[src/rtl/tcm_arb_swc_if.sv]
// Bus bundle between the IFU/MAU masters, the shared TCM port and the TCM arbiter.
// The slave modport is the arbiter's view; the master modport drives both masters and the TCM response.
interface tcm_arb_swc_if;
  logic [1:0]  ifu_htrans;
  logic [31:0] ifu_haddr;
  logic [2:0]  ifu_hsize;
  logic [1:0]  mau_htrans;
  logic [31:0] mau_haddr;
  logic        mau_hwrite;
  logic [2:0]  mau_hsize;
  logic [31:0] mau_hwdata;
  logic        mau_hmastlock;
  logic        m_hready;
  logic        m_hresp;
  logic [1:0]  m_htrans;
  logic [31:0] m_haddr;
  logic        m_hwrite;
  logic [2:0]  m_hsize;
  logic [31:0] m_hwdata;
  logic        ifu_hready;
  logic        mau_hready;
  logic        ifu_hresp;
  logic        mau_hresp;
  logic        grant_mau;

  modport slave (
    input  ifu_htrans, ifu_haddr, ifu_hsize,
    input  mau_htrans, mau_haddr, mau_hwrite, mau_hsize, mau_hwdata, mau_hmastlock,
    input  m_hready, m_hresp,
    output m_htrans, m_haddr, m_hwrite, m_hsize, m_hwdata,
    output ifu_hready, mau_hready, ifu_hresp, mau_hresp, grant_mau
  );

  modport master (
    output ifu_htrans, ifu_haddr, ifu_hsize,
    output mau_htrans, mau_haddr, mau_hwrite, mau_hsize, mau_hwdata, mau_hmastlock,
    output m_hready, m_hresp,
    input  m_htrans, m_haddr, m_hwrite, m_hsize, m_hwdata,
    input  ifu_hready, mau_hready, ifu_hresp, mau_hresp, grant_mau
  );
endinterface

[src/rtl/tcm_arb_swc.sv]
// Two-master AHB-lite arbiter sharing one TCM port between instruction fetch (IFU) and load/store (MAU).
// MAU has priority, except that IFU gets a slot after four back-to-back MAU grants unless MAU holds a lock.
//
// state  | meaning
// D_NONE | no data phase in flight on the TCM port
// D_IFU  | data phase belongs to the IFU
// D_MAU  | data phase belongs to the MAU (m_hwdata sourced from MAU)
module tcm_arb_swc (
  input  logic          hclk,
  input  logic          hrstn,
  tcm_arb_swc_if.slave  bus
);

  typedef enum logic [1:0] {
    D_NONE = 2'd0,
    D_IFU  = 2'd1,
    D_MAU  = 2'd2
  } dph_t;

  localparam logic [2:0] STARVE_MAX = 3'd4;

  dph_t       d_state;
  logic       agnt;
  logic [2:0] starve_cnt;
  logic       ifu_req;
  logic       mau_req;
  logic       next_agnt;
  logic       grant;

  assign ifu_req = bus.ifu_htrans[1];
  assign mau_req = bus.mau_htrans[1];

  always_comb begin
    next_agnt = agnt;
    if (mau_req && bus.mau_hmastlock)
      next_agnt = 1'b1;
    else if ((starve_cnt == STARVE_MAX) && ifu_req)
      next_agnt = 1'b0;
    else if (mau_req)
      next_agnt = 1'b1;
    else if (ifu_req)
      next_agnt = 1'b0;
  end

  // Reset forces the IFU view onto the bus without waiting for a clock edge.
  assign grant = hrstn & next_agnt;

  always_ff @(posedge hclk or negedge hrstn) begin
    if (!hrstn) begin
      agnt       <= 1'b0;
      starve_cnt <= 3'd0;
    end else if (bus.m_hready) begin
      agnt <= grant;
      if (ifu_req && grant)
        starve_cnt <= (starve_cnt == STARVE_MAX) ? STARVE_MAX : starve_cnt + 3'd1;
      else
        starve_cnt <= 3'd0;
    end
  end

  always_ff @(posedge hclk or negedge hrstn) begin
    if (!hrstn) begin
      d_state <= D_NONE;
    end else if (bus.m_hready) begin
      if (grant)
        d_state <= mau_req ? D_MAU : D_NONE;
      else
        d_state <= ifu_req ? D_IFU : D_NONE;
    end
  end

  always_comb begin
    bus.m_htrans = 2'b00;
    if (hrstn) begin
      if (grant && mau_req)
        bus.m_htrans = bus.mau_htrans;
      else if (!grant && ifu_req)
        bus.m_htrans = bus.ifu_htrans;
    end
  end

  assign bus.m_haddr    = grant ? bus.mau_haddr : bus.ifu_haddr;
  assign bus.m_hwrite   = grant & bus.mau_hwrite;
  assign bus.m_hsize    = grant ? bus.mau_hsize : bus.ifu_hsize;
  assign bus.m_hwdata   = (d_state == D_MAU) ? bus.mau_hwdata : 32'h0;
  assign bus.grant_mau  = grant;

  assign bus.ifu_hready = bus.m_hready & ~(ifu_req & grant);
  assign bus.mau_hready = bus.m_hready & ~(mau_req & ~grant);
  assign bus.ifu_hresp  = (d_state == D_IFU) & bus.m_hresp;
  assign bus.mau_hresp  = (d_state == D_MAU) & bus.m_hresp;

endmodule

[src/flat_wrapper.sv]
// flat-port wrapper written by rule: the top's interface ports become plain ports
module tcm_arb_swc_flat 
  (hclk, hrstn, bus_ifu_htrans, bus_ifu_haddr, bus_ifu_hsize, bus_mau_htrans, bus_mau_haddr, bus_mau_hwrite, bus_mau_hsize, bus_mau_hwdata, bus_mau_hmastlock, bus_m_hready, bus_m_hresp, bus_m_htrans, bus_m_haddr, bus_m_hwrite, bus_m_hsize, bus_m_hwdata, bus_ifu_hready, bus_mau_hready, bus_ifu_hresp, bus_mau_hresp, bus_grant_mau);
  tcm_arb_swc_if bus_i ();
  input  logic hclk;
  input  logic hrstn;
  input wire logic [$bits(bus_i.ifu_htrans)-1:0] bus_ifu_htrans;
  input wire logic [$bits(bus_i.ifu_haddr)-1:0] bus_ifu_haddr;
  input wire logic [$bits(bus_i.ifu_hsize)-1:0] bus_ifu_hsize;
  input wire logic [$bits(bus_i.mau_htrans)-1:0] bus_mau_htrans;
  input wire logic [$bits(bus_i.mau_haddr)-1:0] bus_mau_haddr;
  input wire logic [$bits(bus_i.mau_hwrite)-1:0] bus_mau_hwrite;
  input wire logic [$bits(bus_i.mau_hsize)-1:0] bus_mau_hsize;
  input wire logic [$bits(bus_i.mau_hwdata)-1:0] bus_mau_hwdata;
  input wire logic [$bits(bus_i.mau_hmastlock)-1:0] bus_mau_hmastlock;
  input wire logic [$bits(bus_i.m_hready)-1:0] bus_m_hready;
  input wire logic [$bits(bus_i.m_hresp)-1:0] bus_m_hresp;
  output wire logic [$bits(bus_i.m_htrans)-1:0] bus_m_htrans;
  output wire logic [$bits(bus_i.m_haddr)-1:0] bus_m_haddr;
  output wire logic [$bits(bus_i.m_hwrite)-1:0] bus_m_hwrite;
  output wire logic [$bits(bus_i.m_hsize)-1:0] bus_m_hsize;
  output wire logic [$bits(bus_i.m_hwdata)-1:0] bus_m_hwdata;
  output wire logic [$bits(bus_i.ifu_hready)-1:0] bus_ifu_hready;
  output wire logic [$bits(bus_i.mau_hready)-1:0] bus_mau_hready;
  output wire logic [$bits(bus_i.ifu_hresp)-1:0] bus_ifu_hresp;
  output wire logic [$bits(bus_i.mau_hresp)-1:0] bus_mau_hresp;
  output wire logic [$bits(bus_i.grant_mau)-1:0] bus_grant_mau;
  assign bus_i.ifu_htrans = bus_ifu_htrans;
  assign bus_i.ifu_haddr = bus_ifu_haddr;
  assign bus_i.ifu_hsize = bus_ifu_hsize;
  assign bus_i.mau_htrans = bus_mau_htrans;
  assign bus_i.mau_haddr = bus_mau_haddr;
  assign bus_i.mau_hwrite = bus_mau_hwrite;
  assign bus_i.mau_hsize = bus_mau_hsize;
  assign bus_i.mau_hwdata = bus_mau_hwdata;
  assign bus_i.mau_hmastlock = bus_mau_hmastlock;
  assign bus_i.m_hready = bus_m_hready;
  assign bus_i.m_hresp = bus_m_hresp;
  assign bus_m_htrans = bus_i.m_htrans;
  assign bus_m_haddr = bus_i.m_haddr;
  assign bus_m_hwrite = bus_i.m_hwrite;
  assign bus_m_hsize = bus_i.m_hsize;
  assign bus_m_hwdata = bus_i.m_hwdata;
  assign bus_ifu_hready = bus_i.ifu_hready;
  assign bus_mau_hready = bus_i.mau_hready;
  assign bus_ifu_hresp = bus_i.ifu_hresp;
  assign bus_mau_hresp = bus_i.mau_hresp;
  assign bus_grant_mau = bus_i.grant_mau;
  tcm_arb_swc u_core (.hclk(hclk), .hrstn(hrstn), .bus(bus_i));
endmodule
[config.mk]
export PLATFORM = sky130hd
export DESIGN_NAME = tcm_arb_swc_flat
export DESIGN_NICKNAME = d
export VERILOG_FILES = /design/src/rtl/tcm_arb_swc_if.sv /design/src/rtl/tcm_arb_swc.sv /design/src/flat_wrapper.sv
export SDC_FILE = /design/constraint.sdc
export NUM_CORES = 1
export LEC_CHECK = 0
export CAP_MARGIN = 30
export CELL_PAD_IN_SITES_DETAIL_PLACEMENT = 0
export CELL_PAD_IN_SITES_GLOBAL_PLACEMENT = 2
export CORE_UTILIZATION = 10
export DETAILED_ROUTE_END_ITERATION = 10
export GPL_ROUTABILITY_DRIVEN = 0
export PLACE_DENSITY_LB_ADDON = 0.15
export SLEW_MARGIN = 20
export SYNTH_ARGS = -nofsm -noshare
export SYNTH_HDL_FRONTEND = slang
export SYNTH_SLANG_ARGS = --single-unit
[constraint.sdc]
create_clock -name hclk -period 2.95 [get_ports hclk]
set_input_delay 0.59 -clock hclk [delete_from_list [all_inputs] [get_ports hclk]]
set_output_delay 0.59 -clock hclk [all_outputs]
set_load 0.05 [all_outputs]
==> flow_summary_export.csv <==
group,metric,value,unit
status,status,"complete, no violations",
cells_and_area,area_growth,215,%
global_route,grt_pass1_vias,1469,
timing,hold_viol_final,0,
timing,max_slew_margin,74.5,%
synthesis,ys_seq_elements,6,
clocking,cts.sinks,6,
timing,final_max_slew_viol_count,0,
timing,fin_ws,0.190,ns
critical_path,end_kind,"output port",
place,dp_hpwl,5.50,mm
floorplan,start_util,10.2,%
cells_and_area,instances_no_fill,453,
floorplan,die_w,110,um
global_route,grt_remaining_overflow,0,
timing,worst_pin_slew,0.379,ns
drt,num_vias,1568,
drt,ant_nets,0,
hold_path,hold_start,"u_core.agnt$_DFFE_PN0P_",
place,dpl.cell_count,450,
synthesis,synth_edf_count,0,
power_and_ir_drop,swShare,39.4,%
clocking,holdBufCountCts,0,
power_and_ir_drop,pwr-share-comb,71.6,%
drt,wl,6.12,mm
timing,timing.fmax,362,MHz
power_and_ir_drop,pwr-share-clk,20.1,%
power_and_ir_drop,powerDensity,293,nW/um^2
critical_path,critical_path_class,"in2out",
power_and_ir_drop,switchingPower,426,uW
floorplan,core,11400,um^2
cells_and_area,finalInstanceArea,3680,um^2
drt,via_per_inst,3.46,
drt,firstDrtPassIters,3,
floorplan,die_area,12100,um^2
drt,drc,0,
timing,setup_tns,0,ns
synthesis,yosys_warnings,0,
critical_path,worstPathMaxFanout,16,
drt,wl_per_cell,13.5,um
clocking,cts.clk_slew.worst_paths,0.03,ns
hold_path,min_path_type,"reg2reg",
clocking,cts_buffers,3,
clocking,cts_tree,"built",
synthesis,yosysTopAreaCell,"mux2_4",
global_route,grt_max_degree,34,
timing,clock_skew,0.000546,ns
floorplan,die_h,110,um
power_and_ir_drop,p_total,1.08,mW
synthesis,syn-num-nets,234,
critical_path,r2r_start,"u_core.starve_cnt[0]$_DFFE_PN0P_",
clocking,root_buffer,"clkbuf_16",
critical_path,cp-start-kind,"input pin",
power_and_ir_drop,p_seq_share,8.4,%
global_route,grt_pass1_wl,8.11,mm
global_route,antenna_found_initial,0,
timing,setup_viol,0,
hold_path,hold_path_depth,1,
global_route,grt_use_total,9.05,%
synthesis,synth_flop_cell,"dfrtp_1",
power_and_ir_drop,p_int,655,uW
timing,min_period_over_period,93.5,%
cells_and_area,diodes,0,
synthesis,synth-seq-area-share,12.9,%
place,portBuffers,186,
critical_path,cp.required,2.36,ns
floorplan,io_pins,187,
synthesis,ys_types,26,
run,cap_violations,0,
critical_path,critPathLaunch,"bus_ifu_htrans[1]",
critical_path,worst-r2r-cell-count,8,
cells_and_area,drive_gt1_share,40.3,%
clocking,post-cts-setup-buffer-count,0,
place,dpl_cell_area,3610,um^2
synthesis,syn-instance-count,120,
synthesis,synth_top_area_share,38.6,%
place,post-place-ws,0.182,ns
synthesis,synthesis.area,1170,um^2
timing,final.min_clock_period,2.76,ns
clocking,cts-resized-gates,0,
cells_and_area,nets,426,
synthesis,avgSynthCellArea,9.73,um^2
clocking,h-tree-depth,1,
timing,rsz0062_at_grt,"false",
clocking,clk_path_buf_depth,2,
synthesis,async_reset_ff_share,100,%
critical_path,cp.arrival,2.17,ns
drt,drt_iter0_drc,25,
floorplan,rows,39,
power_and_ir_drop,max-vdd-ir-drop,0.258,mV
synthesis,synthTopCellsByArea,"mux2_4, and2_1, dfrtp_1",
power_and_ir_drop,p_leak,1.62,nW
clocking,clk_latency,0.23,ns
through the flow:
stage	utilization, %	hold slack (ns)
final	32.2	0.517
after global routing	32.2	0.539
after CTS	32.2	0.527
after detailed placement	31.6	0.520
after global placement	31.6	0.512
after floorplan	-	0.294
layout make-up:
| class | count | area, um^2 |
|---|---|---|
| tap | 143 | 179 |
| clock buffer | 3 | 75.1 |
| multi-input combinational | 102 | 946 |
| timing repair buffer | 195 | 2320 |
| fill | 1180 | 7740 |
| inverter | 4 | 15.0 |
| sequential | 6 | 150 |
synth_stat cells, types with 2 or more instances:
master,count
ha_1,2
o21a_1,2
inv_1,4
dfrtp_1,6
nand2_1,5
clkbuf_1,4
o22ai_1,2
and3_1,2
a21oi_1,3
mux2_2,6
mux2_4,30
buf_6,3
nand3b_1,2
nand3_1,3
and2_1,35
registers in the layout (all words and copies together) (netlist names):
register           count
u_core.d_state         2
u_core.agnt            1
u_core.starve_cnt      3
layout by cell type (no fill, tap or decap), drive strengths merged:
cell type / count
o21ai: 1
mux2: 36
nor2: 1
inv: 4
a31o: 1
nand2: 5
o21a: 2
nand2b: 1
nand4: 1
a21boi: 1
a41o: 1
dfrtp: 6
ha: 2
a21oi: 3
nand3b: 2
nand3: 4
and2: 35
buf: 84
clkdlybuf4s50: 111
o22ai: 2
clkbuf: 3
nand4b: 1
and3: 2
nor2b: 1
path summary, 6_finish.rpt:
kind,end,slack (ns)
setup / recovery,bus_m_haddr[29],0.19
hold / removal,u_core.agnt$_DFFE_PN0P_,0.52
setup reg to reg,u_core.agnt$_DFFE_PN0P_,1.13
hold reg to reg,u_core.agnt$_DFFE_PN0P_,0.52
max in group asynchronous,u_core.d_state[0]$_DFFE_PN0P_,2.08
min in group asynchronous,u_core.starve_cnt[1]$_DFFE_PN0P_,0.72
power groups by stage:
stage          registers (mW)  clock network, mW  logic (mW)
3_5_place_dp           0.0914                  0       0.781
2_1_floorplan          0.0905                  0       0.400
4_1_cts                0.0906              0.224       0.783
6_report               0.0904              0.217       0.773
5_1_grt                0.0913              0.227       0.811
3_3_place_gp           0.0913                  0       0.783
worst max-delay path, stage by stage:
cell and delay [ns]:
clkdlybuf4s50_1 0.50, nand4b_1 0.19, nand3_4 0.16, buf_12 0.18
mux2_2 0.38, buf_12 0.15
layer usage:
metal / part of all wire (%) / wire length [um] / GRT usage, % / up-vias
met4: 0 / 0 / 0.571 / 0
met2: 61 / 3720 / 20.2 / 65
met5: 0 / 0 / 0 / -
met1: 31 / 1890 / 8.42 / 707
li1: - / - / - / 796
met3: 8.3 / 509 / 1.88 / 0
logic make-up (layout without fill, tap and decap cells):
family,after synthesis,after routing,share of synthesized area [%]
AO/OA/AOI/OAI,11,11,6.32
adder cells (fa/ha/maj),2,2,2.14
buffers and inverters,12,202,6.11
flip-flops,6,6,12.9
multiplexers,36,36,44.4
AND/OR/NAND/NOR,53,53,28.2
No activity file was read; power rests on OpenSTA's default activity.
